$ cat src/rtl/branch_history_tracker.sv
// Speculative global-history tracker for a gshare predictor. It forms the PHT lookup index, carries predictions to Execute and repairs the GHR after a mispredict.
// Optional resolved/mispredicted branch counters are enabled by defining BHT_PERF_CNT_EN.
module branch_history_tracker #(
    parameter int INDEX_W = 3,
    parameter int HIST_W  = 3,
    parameter int PC_W    = 32
) (
    input  logic               clk,
    input  logic               reset,
    input  logic [PC_W-1:0]    pcF,
    input  logic               branchF,
    input  logic               predictionF,
    input  logic               stallF,
    input  logic               stallD,
    input  logic               flushD,
    input  logic               flushE,
    input  logic               branchE,
    input  logic               branchTakenE,
    output logic [INDEX_W-1:0] PHTinpId,
    output logic [INDEX_W-1:0] PHTupdId,
    output logic               branchPredictedE,
    output logic               mispredictE,
    output logic [HIST_W-1:0]  ghrOut,
    output logic [31:0]        branchCount,
    output logic [31:0]        mispredictCount
);

    logic [HIST_W-1:0]  ghr;

    logic               validD, predD;
    logic [INDEX_W-1:0] idxD;
    logic [HIST_W-1:0]  ckptD;

    logic               validE, predE;
    logic [INDEX_W-1:0] idxE;
    logic [HIST_W-1:0]  ckptE;

    logic resolveE;
    logic fetchAcc;

    // Word-aligned PC bits and the GHR checkpoint MSB take no part in the logic.
    logic unusedBits;
    assign unusedBits = &{pcF[PC_W-1:INDEX_W+2], pcF[1:0], ckptE[HIST_W-1]};

    assign PHTinpId = pcF[INDEX_W+1:2] ^ INDEX_W'(ghr);
    assign ghrOut   = ghr;

    // NOTE: every output is given a default first, so no path through this block can infer a latch.
    always_comb begin
        resolveE         = validE && branchE;
        mispredictE      = 1'b0;
        branchPredictedE = 1'b0;
        PHTupdId         = idxE;
        if (resolveE) begin
            branchPredictedE = predE;
            mispredictE      = (branchTakenE != predE);
        end
    end

    // A branch fetched while Execute mispredicts is wrong-path and is dropped.
    assign fetchAcc = branchF && !stallF && !mispredictE;

    // NOTE: state registers use non-blocking assignments only, so every register samples pre-edge values.
    always_ff @(posedge clk) begin
        if (reset) begin
            ghr <= '0;
        end else if (mispredictE) begin
            ghr <= {ckptE[HIST_W-2:0], branchTakenE};
        end else if (fetchAcc) begin
            ghr <= {ghr[HIST_W-2:0], predictionF};
        end
    end

    always_ff @(posedge clk) begin
        if (reset) begin
            validD <= 1'b0;
            idxD   <= '0;
            predD  <= 1'b0;
            ckptD  <= '0;
        end else if (mispredictE || flushD) begin
            validD <= 1'b0;
        end else if (stallD) begin
            validD <= validD;
        end else if (!stallF) begin
            validD <= fetchAcc;
            idxD   <= PHTinpId;
            predD  <= predictionF;
            ckptD  <= ghr;
        end
    end

    always_ff @(posedge clk) begin
        if (reset) begin
            validE <= 1'b0;
            idxE   <= '0;
            predE  <= 1'b0;
            ckptE  <= '0;
        end else if (mispredictE || flushE) begin
            validE <= 1'b0;
        end else begin
            validE <= validD;
            idxE   <= idxD;
            predE  <= predD;
            ckptE  <= ckptD;
        end
    end

`ifdef BHT_PERF_CNT_EN
    logic [31:0] branchCnt;
    logic [31:0] mispredictCnt;

    // Both counters stick at all-ones instead of wrapping.
    always_ff @(posedge clk) begin
        if (reset) begin
            branchCnt     <= '0;
            mispredictCnt <= '0;
        end else begin
            if (resolveE && (branchCnt != 32'hFFFF_FFFF)) begin
                branchCnt <= branchCnt + 32'd1;
            end
            if (mispredictE && (mispredictCnt != 32'hFFFF_FFFF)) begin
                mispredictCnt <= mispredictCnt + 32'd1;
            end
        end
    end

    assign branchCount     = branchCnt;
    assign mispredictCount = mispredictCnt;
`else
    assign branchCount     = '0;
    assign mispredictCount = '0;
`endif

endmodule

$ cat config.mk
export PLATFORM = sky130hd
export DESIGN_NAME = branch_history_tracker
export DESIGN_NICKNAME = d
export VERILOG_FILES = /design/src/rtl/branch_history_tracker.sv
export SDC_FILE = /design/constraint.sdc
export NUM_CORES = 1
export LEC_CHECK = 0
export CAP_MARGIN = 20
export CORE_MARGIN = 8
export CORE_UTILIZATION = 32
export DETAILED_ROUTE_END_ITERATION = 8
export HOLD_SLACK_MARGIN = 0.03
export PLACE_DENSITY = 0.84
export SLEW_MARGIN = 10
export SYNTH_ARGS = -nofsm -noshare
export SYNTH_HDL_FRONTEND = slang
export SYNTH_SLANG_ARGS = --single-unit
$ cat constraint.sdc
create_clock -name clk -period 2.86 [get_ports clk]
set_input_delay 0.858 -clock clk [delete_from_list [all_inputs] [get_ports clk]]
set_output_delay 0.858 -clock clk [all_outputs]
set_load 0.02 [all_outputs]
==> impl_metrics.py, run 1 <==
metrics = {
    "timing": {
        "fin_setup_tns_ns": 0,
        "max_freq_mhz": 363,
        "finalHoldViolCount": 0,
        "max_slew_margin": 0.636,
        "rsz0062_at_grt": "false",
        "period_needed_ns": 2.76,
        "min_period_over_period": 0.964,
        "finalMaxSlewViolations": 0,
        "skew_ns": 0.00102,
        "setup_viol": 0,
        "worst_pin_slew_ns": 0.545,
    },
    "final_layout": {
        "area_growth_pct": 10.2,
        "diodes": 0,
        "drive_gt1_frac": 0.0909,
        "fin_util": 0.363,
        "num-fill-cells": 409,
        "nNetsFinal": 208,
        "final_area_mm2": 0.00132,
    },
    "clocking": {
        "clkLatencyLatePin_ns": 0.24,
        "cts_setup_buffers": 0,
        "h-tree-depth": 1,
        "cts_tree": "yes",
        "clock_sinks": 17,
        "cts_buffer_depth": 2,
        "hold_buffers": 0,
        "cts_made_buffers": 3,
        "ctsRootBufferMaster": "clkbuf_8",
        "clk_pin_slew_ns": 0.06,
    },
    "floorplan": {
        "rows": 22,
        "die_w_um": 77.2,
        "start_util": 0.330,
        "io_pins": 117,
        "die-area_mm2": 0.00596,
        "die_h_um": 77.2,
        "core_mm2": 0.00363,
    },
    "worst_setup_path": {
        "critPathSlowestCell": "clkdlybuf4s50_1",
        "startpoint_type": "primary input",
        "r2r_cells": 6,
        "arrival_ns": 1.90,
        "r2r-start": "predE",
        "critPathKind": "in -> out",
        "regToRegSetupSlack_ns": 1.28,
        "end_kind": "primary output",
        "critical_path.max_fanout": 2,
        "cp-endpoint": "PHTinpId[2]",
        "required_ns": 2.00,
        "crit_path_start": "pcF[4]",
        "slowest_delay_ns": 0.47,
        "path_cells": "clkdlybuf4s50_1 > xor2_1 > dlygate4sd2_1",
        "r2r_end": "idxD[2]",
    },
    "placed_design": {
        "globalplace.congestion": 0.747,
        "post-dp-hpwl_um": 1950,
        "portBuffers": 23,
        "place_area_mm2": 0.00128,
    },
    "synth": {
        "ys.flop_type": "dfxtp_1",
        "synth_cells": 135,
        "async_reset_ff_frac": 0,
        "ys_seq_area_frac": 0.284,
        "synth-seq-cells": 17,
        "syn_area_per_cell_um2": 8.87,
        "netlist-cell-type-count": 22,
        "yosysWarningCount": 0,
        "synth-edff-count": 0,
        "syn_area_mm2": 0.00120,
    },
    "global_route": {
        "grt_pass1_wl_um": 3750,
        "grt_overflow_total": 0,
        "grtUsageTotal": 0.0749,
        "grt_pass1_vias": 790,
        "grt_max_degree": 18,
        "antenna_found_initial": 0,
    },
    "detailed_routing": {
        "wl_um": 2330,
        "wl_per_cell_um": 10.9,
        "ant_nets": 0,
        "vias": 747,
        "drt_iter0_markers": 10,
        "post-route-drc-count": 0,
        "firstDrtPassIters": 4,
        "avgViaCountPerCell": 3.51,
    },
    "pwr": {
        "p_switching_w": 0.000183,
        "peakVddDrop_uv": 394,
        "p_seq_frac": 0.437,
        "clkPwrFrac": 0.307,
        "power.density_mw_per_mm2": 425,
        "power.leakage_nw": 0.664,
        "power_frac_comb": 0.256,
        "swShare": 0.326,
        "p_int_w": 0.000378,
    },
    "worst_hold_path": {
        "hold_class": "reg -> reg",
    },
    "run": {
        "cap_violations": 0,
    },
    "outcome": {
        "outcome": "finished, final reports clean",
    },
}
## registers in the layout, indices dropped and copies added (netlist names)
signal and flops:
predD 1, ckptE 2, predE 1, ghrOut 3, PHTupdId 3, validD 1, validE 1, idxD 3
ckptD 2
## layout make-up
type                       instances  area [um2]  area share
multi-input combinational        113         598       0.453
clock buffer                       4        45.0      0.0341
sequential                        17         340       0.258
tap                               48        60.1      0.0455
inverter                           1        3.75     0.00284
timing repair buffer              30         273       0.207
## power groups by stage
stage	Sequential (W)	Clock, W	Combinational, W
floorplan	0.000252	0	0.000168
global route	0.000246	0.000192	0.000155
finish	0.000245	0.000172	0.000144
detailed placement	0.000250	0	0.000143
CTS	0.000245	0.000177	0.000141
global placement	0.000250	0	0.000142
## cell families (layout without fill, tap and decap cells)
group,Yosys count,in the layout,synth area share
and+or+nand+nor,23,23,0.0878
other,1,64,0.00313
AOI/OAI and AO/OA,7,7,0.0554
buffers and inverters,68,35,0.414
DFF,17,17,0.284
muxes,15,15,0.126
xor gates and xnor gates,4,4,0.0293
## through the flow
| stage | total power, W | worst slack (ns) | hold WS, ns | std cells |
|---|---|---|---|---|
| 4_1_cts | 0.000563 | 0.0392 | 0.497 | 213 |
| 5_1_grt | 0.000593 | 0.0481 | 0.523 | 213 |
| 3_5_place_dp | 0.000393 | -0.300 | 0.482 | 209 |
| 2_1_floorplan | 0.000420 | 0.446 | 0.460 | 198 |
| 6_report | 0.000561 | 0.103 | 0.493 | 213 |
| 3_3_place_gp | 0.000392 | -0.294 | 0.470 | 209 |
## routing by layer
metal / wire (um) / GRT usage / vias up
met5: 0 / 0 / -
met3: 292 / 0.0548 / 2
li1: - / - / 367
met1: 910 / 0.0743 / 331
met4: 12 / 0.0170 / 0
met2: 1110 / 0.123 / 47
## worst min path at each step
stage	cells past startpoint	endpoint	startpoint
2_1_floorplan	2	ckptD[0]	ckptD[0]
3_3_place_gp	1	validE	validD
3_5_place_dp	2	predD	predD
4_1_cts	2	predD	predD
5_1_grt	2	predE	predD
6_report	2	ckptD[1]	ckptD[1]
## cell usage in the layout (no fill, tap or decap), drive strengths merged
master / instances
conb: 64
clkdlybuf4s50: 18
dfxtp: 17
mux2i: 14
nor2: 14
buf: 8
xor2: 4
dlygate4sd2: 4
clkbuf: 4
nand2: 3
a211oi: 2
o21ai: 2
a21oi: 2
and2: 1
inv: 1
and3: 1
a2111oi: 1
and3b: 1
nand3b: 1
nand2b: 1
mux2: 1
nor3: 1
## Yosys cell counts, types with 2 or more instances
| cell type | instances | area share |
|---|---|---|
| nor2_1 | 14 | 0.044 |
| mux2i_1 | 14 | 0.12 |
| o21ai_0 | 2 | 0.0084 |
| nand2_1 | 3 | 0.0094 |
| a211oi_1 | 2 | 0.013 |
| dfxtp_1 | 17 | 0.28 |
| xor2_1 | 4 | 0.029 |
| buf_4 | 64 | 0.40 |
| clkbuf_1 | 2 | 0.0063 |
## repair_timing
item,CTS,global route
setup endpoints to repair,5,1
endpoints found under the hold margin,0,0
resized for setup,7,1
## worst max-delay path: cells and delay by family
kind / cells / cell delay (ns)
xor gates and xnor gates: 1 / 0.20
buffers and inverters: 2 / 0.83
Power figures use the tool's default switching activity.
==> run 2: changes to the inputs <==
Settings changed: GPL_ROUTABILITY_DRIVEN set to 0.
==> results of run 2 <==
Same layout as run 1: the final DEF is identical, and so are final timing and power.
